## config.mk

```make
export PLATFORM = sky130hd
export DESIGN_NAME = cpu_state_sequencer
export DESIGN_NICKNAME = d
export VERILOG_FILES = /design/src/rtl/cpu_state_sequencer.sv
export SDC_FILE = /design/constraint.sdc
export NUM_CORES = 1
export LEC_CHECK = 0
export CORE_MARGIN = 1
export CORE_UTILIZATION = 35
export DETAILED_ROUTE_END_ITERATION = 10
export GPL_TIMING_DRIVEN = 0
export HOLD_SLACK_MARGIN = 0.02
export PLACE_DENSITY = 0.58
export SYNTH_ARGS = -nofsm -noshare
export SYNTH_HDL_FRONTEND = slang
export SYNTH_SLANG_ARGS = --single-unit
export TNS_END_PERCENT = 50
```

## constraint.sdc

```tcl
create_clock -name CLK -period 1.79 [get_ports CLK]
set_clock_uncertainty 0.05 [all_clocks]
set_input_delay 0.179 -clock CLK [delete_from_list [all_inputs] [get_ports CLK]]
set_output_delay 0.179 -clock CLK [all_outputs]
set_load 0.02 [all_outputs]
```

## src/rtl/cpu_state_sequencer.sv

```systemverilog
// Main control FSM of the prototype processor: produces the 4-bit STATE code for the
// state decoders, plus retire pulse/counter, halt handling and RAM wait timeout.
module cpu_state_sequencer #(
    parameter int TIMEOUT_CYCLES = 15,
    parameter int TO_W           = 4,
    parameter int CNT_W          = 16
) (
    input  logic             CLK,
    input  logic             RST_N,
    input  logic             CPU_EN,
    input  logic [1:0]       OPCLASS,
    input  logic             BR_TAKEN,
    input  logic             MEM_READY,
    input  logic             HALT_REQ,
    input  logic             RESUME,
    output logic [3:0]       STATE,
    output logic             INSTR_DONE,
    output logic             HALTED,
    output logic             MEM_TIMEOUT,
    output logic [CNT_W-1:0] INSTR_COUNT
);

    // Encoding is shared with the downstream decoders and must not change.
    localparam logic [3:0] ST_FETCH    = 4'd0;
    localparam logic [3:0] ST_PC_INC   = 4'd1;
    localparam logic [3:0] ST_DECODE   = 4'd2;
    localparam logic [3:0] ST_PC_LOAD  = 4'd3;
    localparam logic [3:0] ST_MEM_RD   = 4'd4;
    localparam logic [3:0] ST_MEM_WR   = 4'd5;
    localparam logic [3:0] ST_MEM_WAIT = 4'd6;
    localparam logic [3:0] ST_MEM_DONE = 4'd7;
    localparam logic [3:0] ST_EXEC     = 4'd8;
    localparam logic [3:0] ST_HALT     = 4'd15;

    localparam logic [TO_W-1:0] TO_LAST = TO_W'(TIMEOUT_CYCLES - 1);

    logic [3:0]       state_q, state_d;
    logic             halt_pend_q, halt_pend_d;
    logic [TO_W-1:0]  wait_cnt_q, wait_cnt_d;
    logic             mem_timeout_q, mem_timeout_d;
    logic             instr_done_q, instr_done_d;
    logic             halted_q, halted_d;
    logic [CNT_W-1:0] instr_count_q, instr_count_d;
    logic             end_st_hit_s;
    logic [3:0]       end_st_s;
    logic             retire_s;
    logic             wait_expire_s;

    assign end_st_s      = halt_pend_q ? ST_HALT : ST_FETCH;
    assign wait_expire_s = (state_q == ST_MEM_WAIT) && !MEM_READY && (wait_cnt_q == TO_LAST);
    assign end_st_hit_s  = (state_q == ST_DECODE) && (OPCLASS == 2'b11) && !BR_TAKEN;

    // State and status registers.
    always_ff @(posedge CLK or negedge RST_N) begin
        if (!RST_N) begin
            state_q       <= ST_FETCH;
            halt_pend_q   <= 1'b0;
            wait_cnt_q    <= '0;
            mem_timeout_q <= 1'b0;
            instr_done_q  <= 1'b0;
            halted_q      <= 1'b0;
            instr_count_q <= '0;
        end else begin
            state_q       <= state_d;
            halt_pend_q   <= halt_pend_d;
            wait_cnt_q    <= wait_cnt_d;
            mem_timeout_q <= mem_timeout_d;
            instr_done_q  <= instr_done_d;
            halted_q      <= halted_d;
            instr_count_q <= instr_count_d;
        end
    end

    // Next-state logic.
    always_comb begin
        state_d = state_q;
        case (state_q)
            ST_FETCH: begin
                // A pending or fresh halt request is honoured here since FETCH is a boundary.
                if (halt_pend_q || HALT_REQ) begin
                    state_d = ST_HALT;
                end else if (CPU_EN) begin
                    state_d = ST_PC_INC;
                end else begin
                    state_d = ST_FETCH;
                end
            end
            ST_PC_INC: state_d = ST_DECODE;
            ST_DECODE: begin
                case (OPCLASS)
                    2'b00:   state_d = ST_EXEC;
                    2'b01:   state_d = ST_MEM_RD;
                    2'b10:   state_d = ST_MEM_WR;
                    default: begin
                        if (BR_TAKEN) begin
                            state_d = ST_PC_LOAD;
                        end else begin
                            state_d = end_st_s;
                        end
                    end
                endcase
            end
            ST_PC_LOAD:  state_d = end_st_s;
            ST_EXEC:     state_d = end_st_s;
            ST_MEM_DONE: state_d = end_st_s;
            ST_MEM_RD:   state_d = ST_MEM_WAIT;
            ST_MEM_WR:   state_d = ST_MEM_WAIT;
            ST_MEM_WAIT: begin
                if (MEM_READY) begin
                    state_d = ST_MEM_DONE;
                end else if (wait_cnt_q == TO_LAST) begin
                    state_d = ST_HALT;
                end else begin
                    state_d = ST_MEM_WAIT;
                end
            end
            ST_HALT: begin
                if (RESUME && !HALT_REQ) begin
                    state_d = ST_FETCH;
                end else begin
                    state_d = ST_HALT;
                end
            end
            default: state_d = ST_FETCH;
        endcase
    end

    // Retire detection.
    always_comb begin
        retire_s = 1'b0;
        case (state_q)
            ST_PC_LOAD:  retire_s = 1'b1;
            ST_EXEC:     retire_s = 1'b1;
            ST_MEM_DONE: retire_s = 1'b1;
            ST_DECODE:   retire_s = end_st_hit_s;
            default:     retire_s = 1'b0;
        endcase
    end

    // Output and bookkeeping logic derived from the current transition.
    always_comb begin
        instr_done_d  = retire_s;
        halted_d      = (state_d == ST_HALT);
        if (retire_s) begin
            instr_count_d = instr_count_q + CNT_W'(1);
        end else begin
            instr_count_d = instr_count_q;
        end

        case (state_q)
            ST_MEM_RD:   wait_cnt_d = '0;
            ST_MEM_WR:   wait_cnt_d = '0;
            ST_MEM_WAIT: begin
                if (!MEM_READY && (wait_cnt_q != TO_LAST)) begin
                    wait_cnt_d = wait_cnt_q + TO_W'(1);
                end else begin
                    wait_cnt_d = wait_cnt_q;
                end
            end
            default:     wait_cnt_d = wait_cnt_q;
        endcase

        if (wait_expire_s) begin
            mem_timeout_d = 1'b1;
        end else if ((state_q == ST_HALT) && (state_d == ST_FETCH)) begin
            mem_timeout_d = 1'b0;
        end else begin
            mem_timeout_d = mem_timeout_q;
        end

        // Entering HALT consumes the request; requests seen while halted are ignored.
        if ((state_q != ST_HALT) && (state_d == ST_HALT)) begin
            halt_pend_d = 1'b0;
        end else if ((state_q != ST_HALT) && HALT_REQ) begin
            halt_pend_d = 1'b1;
        end else if ((state_q == ST_HALT) && (state_d == ST_FETCH)) begin
            halt_pend_d = 1'b0;
        end else begin
            halt_pend_d = halt_pend_q;
        end
    end

    assign STATE       = state_q;
    assign INSTR_DONE  = instr_done_q;
    assign HALTED      = halted_q;
    assign MEM_TIMEOUT = mem_timeout_q;
    assign INSTR_COUNT = instr_count_q;

endmodule

```

After elaboration in Yosys (flattened, before gate mapping)
Cells that the tools add are included.

word-level totals
  RAM bits = 0
  bits in latches = 0
  register bits = 28
  memories = 0
  bits of input ports = 9
  bits in read-only memories = 0
  logic and storage cells = 64

operators by class
  multipliers = 0
  reductions and logical operators = 22
  div/mod/pow operators = 0
  shifts and indexed selects = 0
  multiplexer cells = 16
  $lt $le $gt $ge = 0
  add/subtract/negate cells = 2
  bitwise logic cells = 0
  equal/unequal tests = 17

operator list
  cell                   number
  $mux 4                 7
  $pmux 4 s7             1
  $add 16x1->16 const B  1
  $eq 4x3->1 const B     4
  $eq 4x4->1 const B     4
  $pmux 4 s3             1
  $logic_and 1x1->1      9
  $eq 4x2->1 const B     2
  $logic_not 4->1        2
  $ne 4x4->1 const B     2
  $pmux 4 s2             1
  $mux 1                 5
  $add 4x1->4 const B    1
  $eq 2x2->1 const B     2
  $eq 4x1->1 const B     1
  $reduce_bool 2->1      2
  $logic_not 1->1        3
  $reduce_bool 3->1      1
  $reduce_or 3->1        1
  $eq 2x1->1 const B     1
  $logic_not 2->1        1
  $ne 2x1->1 const B     1
  $pmux 1 s2             1
  $reduce_and 2->1       1
  other kinds (2)        2

Logic depth before layout (Yosys ltp)
  depth in word-level cells = 9
  mapped depth = 7
  mapped depth without buffers = 7

Worst setup path after synthesis
No wires, ideal clock.

  path type = register to register
  start = register state_q[3] (netlist: STATE[3])
  end = register halt_pend_q
  arrival time = 1.635 ns
  period minus slack after synthesis = 1.814 ns
  required time = 1.611 ns
  slack = -0.024 ns
  buffers on the path = 1
  stages on the path, launching flop included = 7
  library setup time = 0.129 ns
  path through = dfrtp_1 buf_6 or4b_1 a21oi_2 o221ai_1 a2bb2oi_2 nor3_2

on the way
  cells in the longest elaborated chain, start to end = 6

RTL lines
  element                                                                     line      text
  start: declaration                                                          37        logic [3:0] state_q, state_d;
  start signal: assignment                                                    64        state_q <= state_d;
  $eq 4x3->1, or another cell as far along                                    77        case (state_q)
  $reduce_or 3->1 (no source line) / $reduce_or 2->1 (equally long branches)  n/a
  $pmux 4 s7                                                                  77
  $eq 4x4->1 / $logic_not 4->1 (equally long branches)                        172, 176
  $logic_and 1x1->1 (on tied branches)                                        172, 176
  $reduce_bool 3->1 (no source line) / $mux 1 (equally long branches)         n/a
  end signal: assignment                                                      65        halt_pend_q <= halt_pend_d;
  end: declaration                                                            38        logic halt_pend_q, halt_pend_d;

Several ways; a longest one is shown, not always the timed one.
A chain may end at the register's enable or synchronous reset.

Worst setup path after layout
Same ends and word-level chain as after synthesis.

==> results by group <==
Die
  • Starting Density: between 30% and 40%
  • Die X: 69.3 um
  • Number of I/O pins: 32
  • Die H: between 60 and 70 um
  • Die area: roughly 4800 um^2
  • FP Rows: 24
  • Core area: approximately 4400 um^2

Critical path
  • Arr. time, crit path: about 1.9 ns
  • Req. time, crit path: approximately 1.9 ns
  • R2r startpoint: STATE[3]$_DFF_PN0_
  • Crit path launch type: flip-flop
  • Crit. End Element: flip-flop
  • Setup slack, reg-to-reg: around 0.0042 ns
  • Crit-path max FO: 8
  • Critical path launch point: STATE[3]$_DFF_PN0_
  • Setup CP Type: reg -> reg

Job
  • # Max-Cap Violations: 0

Clock tree
  • Clk Latency, worst-skew pair: 0.27 ns
  • TritonCTS clock tree: yes
  • H-Tree Depth: 1
  • Clock Tree Buf Depth: 2
  • Clock-pin slew on the worst setup and hold paths: ~0.090 ns
  • Total CTS buffers: 3
  • Clock sink count: 28
  • Root buffer cell: clkbuf_8

Global route
  • Initial antenna violation count: 0
  • First-pass GRT wire length: 6270 um
  • Vias in the first global route: 1365
  • Grt ovf: 0
  • Largest net degree at the start of global routing: 29
  • GRT Total Usage: around 16%

Drt
  • Met3 Wirelength: 130 um
  • Vias: between 1000 and 1500
  • Highest Signal Layer: met4
  • Initial DRC count: 71
  • Number of routed nets with antenna violations: 0
  • WL met1: 1740 um
  • DR DRC count: 0
  • Met2 WL: ~1900 um
  • Routed Wire Length: 3820 um
  • Wire per inst: around 15 um
  • Via-to-Cell Ratio: approximately 5.2
  • Detailed Routing Iterations Pass 1: 7

Placed design
  • Post-DP Area: a little under 2000 um^2
  • DP HPWL: approximately 2600 um
  • Port Buf Inserts: 31
  • Final GP Congestion: around 0.83

Layout
  • Nets: ~220
  • Share of cells above drive strength 1: 24.2%
  • Area grow syn2layout: 42.3%
  • Fin area: 2250 um^2
  • # diodes: 0
  • Final Util: between 50% and 60%
  • # fillers: 388

Logic synthesis
  • Sequential element share of the synthesized area: between 40 and 50%
  • Post-synth EDFFs: 0
  • Net Count, Synth: 170
  • Synth Warn #: 0
  • Most frequent cell after synthesis: dfrtp_1
  • Register bit total from synthesis: 28
  • Synth cell count leaders: 28 x dfrtp_1, 10 x inv_1, 10 x nand2_1
  • Post-Syn Instances: around 160
  • Ys flop type: dfrtp_1
  • Top cells by area, synth: dfrtp_1 44%, xnor2_1 5.0%, ha_1 4.7%
  • Avg Inst Size Synth: slightly above 10 um^2
  • Fraction of registers with async set/reset: 100%
  • Post-synth cell types: 43
  • Synth area leader: dfrtp_1
  • Mapped cell area: approximately 1600 um^2
  • Top-area cell type share of the netlist area: roughly 44%

Timing
  • Final min period: about 1.8 ns
  • Worst slew pin tran: 0.607 ns
  • Max_slew headroom: a little under 60%
  • Slew Limit Fails: 0
  • Final Hold Vio Count: 0
  • Sum of negative setup slack: 0 ns
  • Fmax: between 500 and 600 MHz
  • RSZ-0062 raised after global routing: true
  • Final setup fails: 0
  • Post-route clock period utilization: approximately 100%

Power
  • Power per Cell Area: 1440 nW/um^2
  • Worst IR Drop VDD: between 0.0007 and 0.0008 V
  • Pleak: 0.959 nW
  • Total power: 3.24 mW

Status
  • Status: finished, final reports clean

Hold path
  • Hold Crit Class: in -> async
==> critical path, stage by stage (launching register included) <==
cell       delay [ns]
dfrtp_2          0.44
buf_8            0.14
nand3b_1         0.18
a211o_1          0.32
a211oi_2         0.33
a2bb2oi_2        0.17
nor3_2           0.05
==> state kept, by name, indices dropped and copies added, names as in the netlist <==
signal	flops
INSTR_COUNT	16
STATE	4
wait_cnt_q	4
HALTED	1
INSTR_DONE	1
MEM_TIMEOUT	1
halt_pend_q	1
==> kinds of logic (layout without fill, tap and decap cells) <==
group                      after synthesis  in the layout  share of synthesized area, %
and+or+nand+nor                         58             58                          21.0
AOI/OAI and AO/OA                       32             32                          15.8
DFF                                     28             28                          44.2
xor gates and xnor gates                15             15                          8.29
buffers and inverters                   14             66                          4.58
adders and majority gates                6              6                          4.74
muxes                                    2              2                          1.34
==> cells in the final DEF, fill, tap and decap left out, types with 2 or more instances in the layout <==
| cell | Yosys | routed |
|---|---|---|
| buf_4 | 1 | 17 |
| dfrtp_1 | 28 | 25 |
| nor2_1 | 6 | 6 |
| clkbuf_8 | 0 | 3 |
| nor2b_1 | 3 | 2 |
| o21ai_0 | 6 | 6 |
| ha_1 | 6 | 5 |
| a21oi_2 | 1 | 2 |
| inv_1 | 10 | 10 |
| and2_1 | 2 | 2 |
| nand3b_1 | 2 | 2 |
| nor3_2 | 2 | 3 |
| nand3_1 | 7 | 6 |
| and3_1 | 6 | 6 |
| dfrtp_2 | 0 | 3 |
| nand4_1 | 7 | 7 |
| nand2_1 | 10 | 10 |
| dlygate4sd2_1 | 0 | 2 |
| buf_2 | 1 | 2 |
| clkdlybuf4s50_1 | 0 | 28 |
| o21ai_1 | 2 | 2 |
| a21oi_1 | 9 | 8 |
| xor2_1 | 6 | 6 |
| nand2b_1 | 3 | 3 |
| nor3_1 | 5 | 3 |
| xnor2_1 | 9 | 9 |
==> path summary, 6_finish.rpt <==
check	to	cells after the start
hold / removal	INSTR_COUNT[13]$_DFFE_PN0P_	2
setup reg to reg	halt_pend_q$_DFFE_PN0P_	6
max in group asynchronous	STATE[0]$_DFF_PN0_	2
setup / recovery	halt_pend_q$_DFFE_PN0P_	6
min in group CLK	INSTR_COUNT[15]$_DFFE_PN0P_	1
hold reg to reg	INSTR_COUNT[15]$_DFFE_PN0P_	1
==> routing by layer <==
| layer | up-vias | global-route usage (%) |
|---|---|---|
| li1 | 654 | - |
| met1 | 667 | 20.0 |
| met2 | 34 | 28.2 |
| met3 | 4 | 1.74 |
| met4 | 0 | 7.48 |
| met5 | - | 0 |
==> stage by stage <==
| step | setup WS [ns] | hold WS, ns | std cells |
|---|---|---|---|
| after floorplan | 0.00409 | -0.167 | 155 |
| after global placement | -0.491 | 0.413 | 238 |
| after detailed placement | -0.509 | 0.419 | 238 |
| after CTS | 0.00673 | 0.433 | 249 |
| after global routing | -0.0576 | 0.461 | 259 |
| final | 0.00418 | 0.396 | 259 |
==> power by group <==
part / switching, mW / internal, mW
sequential: 0.227 / 0.818
combinational: 0.919 / 0.784
clock: 0.191 / 0.299
==> layout make-up <==
class | instances | area (um^2) | share of cell area, %
multi-input combinational | 113 | 905 | 40.1
sequential | 28 | 704 | 31.2
timing repair buffer | 48 | 433 | 19.2
tap | 52 | 65.1 | 2.89
clock buffer | 3 | 41.3 | 1.83
buffer | 4 | 38.8 | 1.72
inverter | 10 | 37.5 | 1.66
clock inverter | 1 | 30.0 | 1.33
==> repair_timing <==
item / 4_1_cts / 5_1_grt
hold endpoints to repair: 0 / 28
gates resized for setup: 16 / 5
setup endpoints to repair: 15 / 10
setup buffers: 7 / 9
pin swaps: 8 / 11
hold buffers: 0 / 1
Power figures use the tool's default switching activity.
